--- src/rtl/adc_sampler_if.sv ---
// EBI register bus and sample-return strobe shared between the memory unit,
// the bus master and adc_sampler.
interface adc_sampler_if;
  logic [18:0] addr;
  logic [15:0] ebi_data_in;
  logic [15:0] ebi_data_out;
  logic        cs;
  logic        re;
  logic        wr;
  logic        output_sample;
  logic [7:0]  channel_select;
  logic [31:0] sample_data;

  // Handshake: there is no valid/ready pair. A write or read is accepted on every clk
  // edge where cs, a strobe and a matching unit select are high. Read data appears one
  // edge later, and ebi_data_out is 0 otherwise. output_sample is sampled on every edge,
  // and sample_data is valid from the following edge.
  modport master (
    output addr, ebi_data_in, cs, re, wr, output_sample, channel_select,
    input  ebi_data_out, sample_data
  );
  modport slave (
    input  addr, ebi_data_in, cs, re, wr, output_sample, channel_select,
    output ebi_data_out, sample_data
  );
endinterface

--- src/rtl/adc_sampler.sv ---
// Round-robin SPI sequencer for an 8-channel 12-bit ADC. It keeps the latest
// conversion of each channel in a holding register for the sample memory unit.
module adc_sampler #(
    parameter int POSITION     = 200,
    parameter int CLK_DIV      = 4,
    parameter int QUIET_CYCLES = 8
) (
    input  logic         clk,
    input  logic         rst,
    adc_sampler_if.slave bus,
    output logic         adc_sclk,
    output logic         adc_cs_n,
    output logic         adc_mosi,
    input  logic         adc_miso,
    output logic [1:0]   fsm_state
);
    typedef enum logic [1:0] {IDLE = 2'd0, SETUP = 2'd1, SHIFT = 2'd2, QUIET = 2'd3} state_t;

    localparam int CNT_MAX = (CLK_DIV > QUIET_CYCLES) ? CLK_DIV : QUIET_CYCLES;
    localparam int CNT_W   = $clog2(CNT_MAX + 1);

    state_t             state, state_n;
    logic [CNT_W-1:0]   div_cnt;
    logic [5:0]         half_cnt;
    logic [15:0]        tx_sr, rx_sr;
    logic               sclk_q, cs_act;
    logic               running, stopping, first_frame;
    logic [7:0]         mask;
    logic [2:0]         last_ch, next_ch, cand;
    logic               found;
    logic [15:0]        frame_count;
    logic [31:0]        hold [8];
    logic [15:0]        seq  [8];
    logic               cmd_valid;
    logic [15:0]        cmd_code;

    logic unit_sel, wr_en, rd_en;
    logic cmd_start, cmd_stop, cmd_reset;
    logic div_last, quiet_last, shift_done, launch;
    logic [2:0] rx_ch;
    logic [8:0] sel_off;
    logic       sel_ok;
    logic       unused_bits;

    assign unit_sel   = bus.cs && (bus.addr[15:8] == 8'(POSITION));
    assign wr_en      = unit_sel && bus.wr;
    assign rd_en      = unit_sel && bus.re;
    assign cmd_start  = cmd_valid && (cmd_code == 16'd1);
    assign cmd_stop   = cmd_valid && (cmd_code == 16'd2);
    assign cmd_reset  = cmd_valid && (cmd_code == 16'd5);
    assign div_last   = (div_cnt == CNT_W'(CLK_DIV - 1));
    // QUIET is one short because the IDLE decision cycle also keeps cs_n high.
    assign quiet_last = (div_cnt == CNT_W'(QUIET_CYCLES - 2));
    assign shift_done = (state == SHIFT) && div_last && (half_cnt == 6'd32);
    assign launch     = running && !stopping && !cmd_stop && (mask != 8'd0);
    assign rx_ch      = rx_sr[14:12];
    assign sel_off    = {1'b0, bus.channel_select} - 9'(POSITION);
    assign sel_ok     = (sel_off[8:3] == 6'd0);
    assign unused_bits = &{1'b0, bus.addr[18:16], rx_sr[15]};

    assign adc_sclk  = sclk_q;
    assign adc_cs_n  = ~cs_act;
    assign adc_mosi  = tx_sr[15];
    assign fsm_state = state;

    always_comb begin
        next_ch = last_ch;
        found   = 1'b0;
        cand    = last_ch;
        for (int i = 1; i <= 8; i++) begin
            cand = last_ch + 3'(i);
            if (!found && mask[cand]) begin
                next_ch = cand;
                found   = 1'b1;
            end
        end
    end

    always_comb begin
        state_n = state;
        case (state)
            IDLE:    if (launch) state_n = SETUP;
            SETUP:   if (div_last) state_n = SHIFT;
            SHIFT:   if (div_last && (half_cnt == 6'd32)) state_n = QUIET;
            QUIET:   if (quiet_last) state_n = IDLE;
            default: state_n = IDLE;
        endcase
        if (cmd_reset) state_n = IDLE;
    end

    always_ff @(posedge clk or negedge rst) begin
        if (!rst) state <= IDLE;
        else      state <= state_n;
    end

    // SHIFT is 33 half-periods: 16 low/high SCLK periods, then a high hold half with cs_n low.
    always_ff @(posedge clk or negedge rst) begin
        if (!rst) begin
            div_cnt  <= '0;
            half_cnt <= '0;
            tx_sr    <= '0;
            rx_sr    <= '0;
            sclk_q   <= 1'b1;
            cs_act   <= 1'b0;
        end else begin
            cs_act <= (state_n == SETUP) || (state_n == SHIFT);
            if ((state_n != state) || ((state == SHIFT) && div_last) || (state == IDLE))
                div_cnt <= '0;
            else
                div_cnt <= div_cnt + 1'b1;

            if (cmd_reset) begin
                sclk_q <= 1'b1;
                tx_sr  <= '0;
            end else if ((state == IDLE) && (state_n == SETUP)) begin
                tx_sr  <= {3'b100, next_ch, 10'b1100010000};
                sclk_q <= 1'b1;
            end else if ((state == SETUP) && div_last) begin
                sclk_q   <= 1'b0;
                half_cnt <= '0;
            end else if ((state == SHIFT) && div_last && (half_cnt != 6'd32)) begin
                half_cnt <= half_cnt + 6'd1;
                if (!half_cnt[0]) begin
                    sclk_q <= 1'b1;
                    rx_sr  <= {rx_sr[14:0], adc_miso};
                end else if (half_cnt != 6'd31) begin
                    sclk_q <= 1'b0;
                    tx_sr  <= {tx_sr[14:0], 1'b0};
                end
            end
        end
    end

    always_ff @(posedge clk or negedge rst) begin
        if (!rst) begin
            cmd_valid   <= 1'b0;
            cmd_code    <= '0;
            mask        <= '0;
            running     <= 1'b0;
            stopping    <= 1'b0;
            first_frame <= 1'b0;
            last_ch     <= 3'd7;
            frame_count <= '0;
            for (int i = 0; i < 8; i++) begin
                hold[i] <= '0;
                seq[i]  <= '0;
            end
        end else begin
            cmd_valid <= wr_en && (bus.addr[7:0] == 8'd2);
            cmd_code  <= bus.ebi_data_in;
            if (wr_en && (bus.addr[7:0] == 8'd1)) mask <= bus.ebi_data_in[7:0];

            if (cmd_start && !running) begin
                running     <= 1'b1;
                first_frame <= 1'b1;
                last_ch     <= 3'd7;
            end
            if (cmd_stop && running) begin
                if (state == IDLE) running  <= 1'b0;
                else               stopping <= 1'b1;
            end
            if ((state == IDLE) && (state_n == SETUP)) last_ch <= next_ch;

            // The received word reports its own channel, which lags the addressed one by a frame.
            if (shift_done) begin
                frame_count <= frame_count + 16'd1;
                if (first_frame) begin
                    first_frame <= 1'b0;
                end else if (mask[rx_ch]) begin
                    hold[rx_ch] <= {seq[rx_ch] + 16'd1, rx_ch, 1'b0, rx_sr[11:0]};
                    seq[rx_ch]  <= seq[rx_ch] + 16'd1;
                end
            end
            if (((state == QUIET) && quiet_last && stopping) || ((state == IDLE) && stopping)) begin
                running  <= 1'b0;
                stopping <= 1'b0;
            end

            if (cmd_reset) begin
                mask        <= '0;
                running     <= 1'b0;
                stopping    <= 1'b0;
                first_frame <= 1'b0;
                last_ch     <= 3'd7;
                frame_count <= '0;
                for (int i = 0; i < 8; i++) begin
                    hold[i] <= '0;
                    seq[i]  <= '0;
                end
            end
        end
    end

    always_ff @(posedge clk or negedge rst) begin
        if (!rst) begin
            bus.sample_data  <= '0;
            bus.ebi_data_out <= '0;
        end else begin
            if (bus.output_sample && sel_ok) bus.sample_data <= hold[sel_off[2:0]];
            if (rd_en) begin
                case (bus.addr[7:0])
                    8'd1:    bus.ebi_data_out <= {8'd0, mask};
                    8'd3:    bus.ebi_data_out <= {14'd0, stopping, running};
                    8'd4:    bus.ebi_data_out <= frame_count;
                    default: bus.ebi_data_out <= '0;
                endcase
            end else begin
                bus.ebi_data_out <= '0;
            end
        end
    end
endmodule

--- src/flat_wrapper.sv ---
// flat-port wrapper written by rule: the top's interface ports become plain ports
module adc_sampler_flat 
#(
    parameter int POSITION     = 200,
    parameter int CLK_DIV      = 4,
    parameter int QUIET_CYCLES = 8
)
  (clk, rst, adc_sclk, adc_cs_n, adc_mosi, adc_miso, fsm_state, bus_addr, bus_ebi_data_in, bus_cs, bus_re, bus_wr, bus_output_sample, bus_channel_select, bus_ebi_data_out, bus_sample_data);
  adc_sampler_if bus_i ();
  input  logic clk;
  input  logic rst;
  output logic adc_sclk;
  output logic adc_cs_n;
  output logic adc_mosi;
  input  logic adc_miso;
  output logic [1:0] fsm_state;
  input wire logic [$bits(bus_i.addr)-1:0] bus_addr;
  input wire logic [$bits(bus_i.ebi_data_in)-1:0] bus_ebi_data_in;
  input wire logic [$bits(bus_i.cs)-1:0] bus_cs;
  input wire logic [$bits(bus_i.re)-1:0] bus_re;
  input wire logic [$bits(bus_i.wr)-1:0] bus_wr;
  input wire logic [$bits(bus_i.output_sample)-1:0] bus_output_sample;
  input wire logic [$bits(bus_i.channel_select)-1:0] bus_channel_select;
  output wire logic [$bits(bus_i.ebi_data_out)-1:0] bus_ebi_data_out;
  output wire logic [$bits(bus_i.sample_data)-1:0] bus_sample_data;
  assign bus_i.addr = bus_addr;
  assign bus_i.ebi_data_in = bus_ebi_data_in;
  assign bus_i.cs = bus_cs;
  assign bus_i.re = bus_re;
  assign bus_i.wr = bus_wr;
  assign bus_i.output_sample = bus_output_sample;
  assign bus_i.channel_select = bus_channel_select;
  assign bus_ebi_data_out = bus_i.ebi_data_out;
  assign bus_sample_data = bus_i.sample_data;
  adc_sampler #(.POSITION(POSITION), .CLK_DIV(CLK_DIV), .QUIET_CYCLES(QUIET_CYCLES)) u_core (.clk(clk), .rst(rst), .bus(bus_i), .adc_sclk(adc_sclk), .adc_cs_n(adc_cs_n), .adc_mosi(adc_mosi), .adc_miso(adc_miso), .fsm_state(fsm_state));
endmodule
--- config.mk ---
export PLATFORM = sky130hd
export DESIGN_NAME = adc_sampler_flat
export DESIGN_NICKNAME = d
export VERILOG_FILES = /design/src/rtl/adc_sampler_if.sv /design/src/rtl/adc_sampler.sv /design/src/flat_wrapper.sv
export SDC_FILE = /design/constraint.sdc
export NUM_CORES = 1
export LEC_CHECK = 0
export ABC_AREA = 1
export ABC_CLOCK_PERIOD_IN_PS = 5140
export BUFFER_PORTS_ARGS = -buffer_cell sky130_fd_sc_hd__buf_4
export CORE_MARGIN = 2
export CORE_UTILIZATION = 49
export CTS_CLUSTER_SIZE = 12
export DETAILED_ROUTE_END_ITERATION = 16
export PLACE_DENSITY = 0.73
export SLEW_MARGIN = 20
export SYNTH_ARGS = -nofsm -noshare
export SYNTH_HDL_FRONTEND = slang
export SYNTH_SLANG_ARGS = --single-unit
--- constraint.sdc ---
create_clock -name clk -period 5.14 [get_ports clk]
set_clock_uncertainty 0.05 [all_clocks]
set_input_delay 0.514 -clock clk [delete_from_list [all_inputs] [get_ports clk]]
set_output_delay 0.514 -clock clk [all_outputs]
set_load 0.05 [all_outputs]
### Word-level counts from Yosys, hierarchy flattened

Index checks and enable logic that the tools add are counted.

* flip-flop bits (word level): 524
* input bits: 50
* output and inout port bits: 53
* logic and storage cells: 247

* add/sub/neg operators: 12
* $lt $le $gt $ge: 12
* equality and inequality tests: 23
* multiplexer cells: 96
* bitwise logic cells: 7
* reductions and logical operators: 64

Operator list (count)
* 256-bit 2-to-1 mux: 4
* 128-bit 2-to-1 mux: 4
* 256-bit bitwise mux: 1
* 16-bit 2-to-1 mux: 12
* 128-bit bitwise mux: 1
* 32-bit binary-select mux with 3-bit select: 1
* 32-bit demux with 3-bit select: 1
* 32-bit 2-to-1 mux: 3
* 16-bit binary-select mux with 3-bit select: 1
* 16-bit demux with 3-bit select: 1
* 16-bit one-hot mux with 3 select lines: 1
* 3-bit by 4-bit < comparator with 1-bit output (second input constant): 9
* 1-bit 2-to-1 mux: 35
* 3-bit 2-to-1 mux: 11
* 16-bit by 1-bit adder with 16-bit output (second input constant): 2
* 1-bit logical AND: 31
* 1-bit binary-select mux with 3-bit select: 9
* 16-bit by 1-bit equality test with 1-bit output (second input constant): 1
* 16-bit by 2-bit equality test with 1-bit output (second input constant): 1
* 16-bit by 3-bit equality test with 1-bit output (second input constant): 1
* 8-bit by 2-bit equality test with 1-bit output (second input constant): 2
* 8-bit 2-to-1 mux: 2
* 3-bit nonzero test: 5
* 3-bit adder (second input constant): 4
* 39 further kinds: 71

### Depth between registers and ports, before layout

* word-level depth: 27
* gate-level depth with buffers: 20
* depth with buffers taken out: 19

### Least setup slack after synthesis

Ideal clock, no wire load.

* kind: register to register
* start point: reg u_core.last_ch[0]
* end point: reg u_core.tx_sr[11]
* setup time: 0.116 ns
* data arrival time: 2.514 ns
* data required time: 4.974 ns
* path slack: 2.460 ns
* stages on the path, launching flop included: 19
* cells stage by stage: dfstp_2 > buf_4 > inv_1 > buf_2 > ha_1 > inv_1 > nand3_1 > nand3_1 > nand2_1 > nor2_1 > nand4_1 > nor2_1 > nor2_1 > nand2_1 > nand2_1 > nand2_1 > nand2_1 > nand2_1 > nand2_1

* longest elaborated chain between the ends: 27
* elaborated cells between the ends (all ways): 54
* classes of those cells: add/sub (7); mux (33); reduce/logical (14)

Ends and longest elaborated chain
* from (decl): RTL line adc_sampler.sv:29 `logic [2:0] last_ch, next_ch, cand;`
* from (signal assigned): RTL line adc_sampler.sv:162 `if ((state == IDLE) && (state_n == SETUP)) last_ch <= next_ch;`
* 3-bit by 1-bit adder with 3-bit output: RTL line adc_sampler.sv:71 `cand = last_ch + 3'(i);`
* 1-bit binary-select mux with 3-bit select: RTL line adc_sampler.sv:72 `if (!found && mask[cand]) begin`
* 1-bit 2-to-1 mux (implied by the code): RTL line adc_sampler.sv:72
* 1-bit 2-to-1 mux: RTL line adc_sampler.sv:72
* 1-bit zero test: RTL line adc_sampler.sv:72
* 1-bit logical AND: RTL line adc_sampler.sv:72
* 1-bit 2-to-1 mux: RTL line adc_sampler.sv:72
* 1-bit zero test: RTL line adc_sampler.sv:72
* [11 not listed]
* 1-bit zero test: RTL line adc_sampler.sv:72
* 1-bit logical AND: RTL line adc_sampler.sv:72
* 1-bit 2-to-1 mux: RTL line adc_sampler.sv:72
* 1-bit zero test: RTL line adc_sampler.sv:72
* 1-bit logical AND: RTL line adc_sampler.sv:72
* 3-bit 2-to-1 mux (*): RTL line adc_sampler.sv:72
* 16-bit 2-to-1 mux (*): RTL line adc_sampler.sv:115 `end else if ((state == IDLE) && (state_n == SETUP)) begin`
* 16-bit 2-to-1 mux (*): RTL line adc_sampler.sv:112 `if (cmd_reset) begin`
* to (signal assigned): RTL line adc_sampler.sv:116 `tx_sr <= {3'b100, next_ch, 10'b1100010000};`
* to (signal assigned): RTL line adc_sampler.sv:128 `tx_sr <= {tx_sr[14:0], 1'b0};`
* to (decl): RTL line adc_sampler.sv:25 `logic [15:0] tx_sr, rx_sr;`

Mark *: on every way between the ends. The rest lies on a longest branch, timed or not. The select of a mux whose other input is x is not followed.
A chain may end at the register's enable or synchronous reset.

### Final worst setup path

* start point: reg u_core.rx_sr[14]
* end point: reg u_core.seq[18] (netlist bit)

* longest elaborated chain between the ends: 10
* elaborated cells between the ends (all ways): 19
* classes of those cells: add/sub (1); order compare (2); mux (12); bitwise (1); reduce/logical (3)

Ends and longest elaborated chain
* from (decl): RTL line adc_sampler.sv:25
* from (signal assigned): RTL line adc_sampler.sv:125 `rx_sr <= {rx_sr[14:0], adc_miso};`
* 3-bit inverter with 4-bit output (implied by the code): RTL line adc_sampler.sv:171 `seq[rx_ch] <= seq[rx_ch] + 16'd1;`
* 16-bit binary-select mux with 3-bit select, or another cell as far along: RTL line adc_sampler.sv:171
* 16-bit 2-to-1 mux (implied by the code) or 1-bit logical AND (tied branches): RTL line adc_sampler.sv:171
* 16-bit 2-to-1 mux (implied by the code): RTL line adc_sampler.sv:171
* 16-bit by 1-bit adder with 16-bit output or 16-bit demux with 3-bit select (tied branches): RTL line adc_sampler.sv:171
* 128-bit bitwise mux: RTL line adc_sampler.sv:171
* 128-bit 2-to-1 mux: RTL line adc_sampler.sv:169 `end else if (mask[rx_ch]) begin`
* 128-bit 2-to-1 mux: RTL line adc_sampler.sv:167 `if (first_frame) begin`
* 128-bit 2-to-1 mux: RTL line adc_sampler.sv:165 `if (shift_done) begin`
* 128-bit 2-to-1 mux: RTL line adc_sampler.sv:179 `if (cmd_reset) begin`
* to (signal, indexed assignment): RTL line adc_sampler.sv:171
* to (decl): RTL line adc_sampler.sv:33 `logic [15:0] seq [8];`

Several ways; a longest one is shown, not always the timed one. The select of a mux whose other input is x is not followed.

==> results by group <==
Critical path
  – Slowest cell on crit path: nand2_1
  – Setup crit start: u_core.rx_sr[14]$_DFFE_PN0P_
  – Critical Path RT: 5.54 ns
  – Critical Path AT: 4.15 ns
  – Crit path to: u_core.seq[18]$_DFFE_PN0P_
  – Startpoint Class: register
  – CP endpoint kind: register
  – Worst R2R Path Depth: 9
  – Largest stage delay on the critical path: 0.70 ns
  – Cell Chain, Critical Path: inv_2, nand3_2, inv_1, a21oi_1, nand4_2, nand3_1, nor2_1, nand2_1, o21ai_0
  – Flop-to-flop setup slack: 1.39 ns
  – R2R Path End: u_core.seq[18]$_DFFE_PN0P_
  – R2r startpoint: u_core.rx_sr[14]$_DFFE_PN0P_
  – Path type of the worst setup path: register to register
  – CP max FO: 21

Power
  – IR drop worst, VDD: 0.182 mV
  – Leak: 9.70 nW
  – Pwr/cell area: 313 nW/um2

Layout
  – Final net count: 2,378
  – Fillers: 3,356
  – Area Growth Syn to Fin: 14.2%
  – Multi-input logic area: 7420 um2
  – Share of layout cells above drive strength 1: 0.106
  – Register area: 9590 um2
  – Diode count: 0

Hold path
  – Worst Hold Class: primary input to async pin

Logic synthesis
  – Synth top area share: 0.509
  – Post-synthesis xor/xnor area fraction: 0.00726
  – Post-Syn Instances: 2,251
  – Top post-synthesis cells by count: nand2_1, dfrtp_1, inv_1, o21ai_0, o22ai_1
  – Seq/Total Area, Yosys: 0.515
  – Multiplexer share of the synthesized area: 0.00376
  – Simple-Gate Fraction of Synth Area: 0.179
  – Main combinational cell family by area after synthesis: compound AO/OA/AOI/OAI gates
  – Number of synthesized flops with an enable pin: 0
  – Distinct cell type count after synthesis: 57
  – Synth area leaders: dfrtp_1, nand2_1, o21ai_0, inv_1, o22ai_1
  – Register bit count reported by yosys: 383
  – Top-count cell post-synth: nand2_1
  – Synth Area in Compound Gates: 0.202
  – Leading area contributor after synthesis: dfrtp_1
  – Post-Syn Nets: 2,310
  – Ys async rst share: 1.00
  – YS warnings: 0
  – Post-Synth Adder-Cell Area: 0.00605
  – Average cell area after synthesis: 8.27 um2
  – Mapped cell area: 18,600 um2
  – Dominant synthesized flop cell: dfrtp_1

Run status
  – Status: finished with violations
  – Failing checks: negative hold slack

Floorplanning
  – Die width: 199 um
  – I/O pin count: 103
  – Site Rows: 71
  – Core area: 37,600 um2
  – Initial core utilization: 0.496
  – Die area: 39,600 um2
  – Die height: 199 um

STA
  – Final hold slack: -0.0427 ns
  – Endpoints failing hold: 21
  – Unrepaired setup endpoints after global routing: no
  – Final setup viols: 0
  – Period Utilization, post-route: 0.730
  – Worst Max-Slew Pin Slew: 1.25 ns
  – Period minus WS final: 3.75 ns
  – F_max: 267 MHz
  – Max-Slew Margin vs Limit: 0.166
  – Pins over their slew limit: 0
  – Setup TNS: 0 ns

Global routing
  – GRT Resource Usage Total: 0.294
  – Initial antenna violation count: 1
  – First-pass GRT wire length: 89,900 um
  – Pin count of the biggest net entering global routing: 127
  – Vias in the first global route: 16.7k
  – Total grt overflow: 0

Placed design
  – GPL Wtd Cong: 0.913
  – I/O Buffers: 98
  – Post-DP HPWL: 34,400 um

CTS
  – Post-CTS setup buffer count: 0
  – Num CTS Buffers: 42
  – CTS H-Tree Depth: 2
  – Clock buffer depth: 3
  – Clock sink total: 383
  – Worst-path clk slew: 0.06 ns
  – CTS tree: done
  – Root buf cell: clkbuf_16
  – Skew-Pair Late Insertion Delay: 0.58 ns

Drt
  – DR vias: 17.0k
  – DR DRC count: 0
  – Initial DRC count: 1,802
  – Routed Antenna Nets: 0
  – TritonRoute pass-1 iters: 6
  – Via density: 5.93
  – Routed len/inst: 19.8 um
  – Final WL: 56,700 um

Run
  – Max cap viols: 0
## logic make-up (layout without fill, tap and decap cells)
logic type / Yosys count / count (layout)
buf+inv: 415 / 512
mux: 7 / 7
flops: 383 / 383
other cells: 1 / 1
fa+ha+maj: 9 / 9
xor+xnor: 12 / 12
compound gates: 653 / 653
simple gates: 771 / 771
## critical path: cells and delay by family, from the launching register on
family	cells	cell delay (ns)
AND/OR/NAND/NOR	5	1.82
buffers and inverters	2	0.70
AO/OA/AOI/OAI	2	0.61
flip-flops	1	0.45
## flip-flops by register name, indices dropped and copies added (netlist names), 2 cells and up
signal                   cells
u_core.cmd_code             16
u_core.fsm_state             2
u_core.div_cnt               4
u_core.half_cnt              6
u_core.bus.sample_data      31
u_core.mask                  8
u_core.tx_sr                12
u_core.bus.ebi_data_out     16
u_core.last_ch               3
u_core.seq                 121
u_core.frame_count          16
u_core.hold                127
u_core.rx_sr                15
## power by group
part           switching, mW  total [mW]  internal [mW]  leakage (nW)
logic                  0.353       0.486          0.133          3.73
clock network           1.23        3.07           1.84         0.690
registers             0.0233        3.09           3.06          5.28
## layout by cell type, fill, tap and decap left out, drive strengths merged, types with 24 or more instances in the layout
cell type,instances
nand4,24
dfrtp,379
buf,129
nor3,32
clkbuf,63
nand2,447
o21ai,280
o22ai,150
o221ai,31
nand3,139
inv,301
a21oi,151
nor2,111
## worst min path at each step
stage / to / slack, ns / cells after the start
3_5_place_dp: u_core.tx_sr[4]$_DFFE_PN0P_ / 0.42 / 2
6_report: u_core.bus.sample_data[8]$_DFFE_PN0P_ / -0.04 / 1
4_1_cts: u_core.bus.sample_data[7]$_DFFE_PN0P_ / 0.004 / 1
5_1_grt: u_core.cmd_code[4]$_DFF_PN0_ / 0.009 / 1
3_3_place_gp: u_core.hold[174]$_DFFE_PN0P_ / 0.41 / 2
2_1_floorplan: u_core.bus.ebi_data_out[0]$_DFF_PN0_ / 0.17 / 0
## metrics by stage
step	power (mW)	instance area, um2	util	setup slack [ns]	instances
finish	6.65	21300	0.566	1.39	2859
global route	6.85	21300	0.566	1.28	2859
CTS	6.69	21300	0.566	1.53	2859
detailed placement	3.62	19800	0.527	1.53	2778
global placement	3.62	19800	0.526	1.65	2778
floorplan	3.42	18600	-	2.46	2251
## metal layers
layer  GRT usage  routed length, um
met5           0                  0
met3      0.0582               5410
met1       0.385              22500
met2       0.464              25900
met4       0.152               2830
## area by class of cell
cell class / instances / area share
Multi-Input combinational cell: 1453 / 0.349
Timing Repair Buffer: 137 / 0.0510
Sequential cell: 383 / 0.451
Clock buffer: 63 / 0.0593
Clock inverter: 10 / 0.00606
Tap cell: 511 / 0.0301
Inverter: 302 / 0.0533
## what timing repair did
item                      CTS  global route
resized for setup           0             0
hold endpoints to repair    8             0
hold buffers                8             0
(Power assumes the default switching activity.)
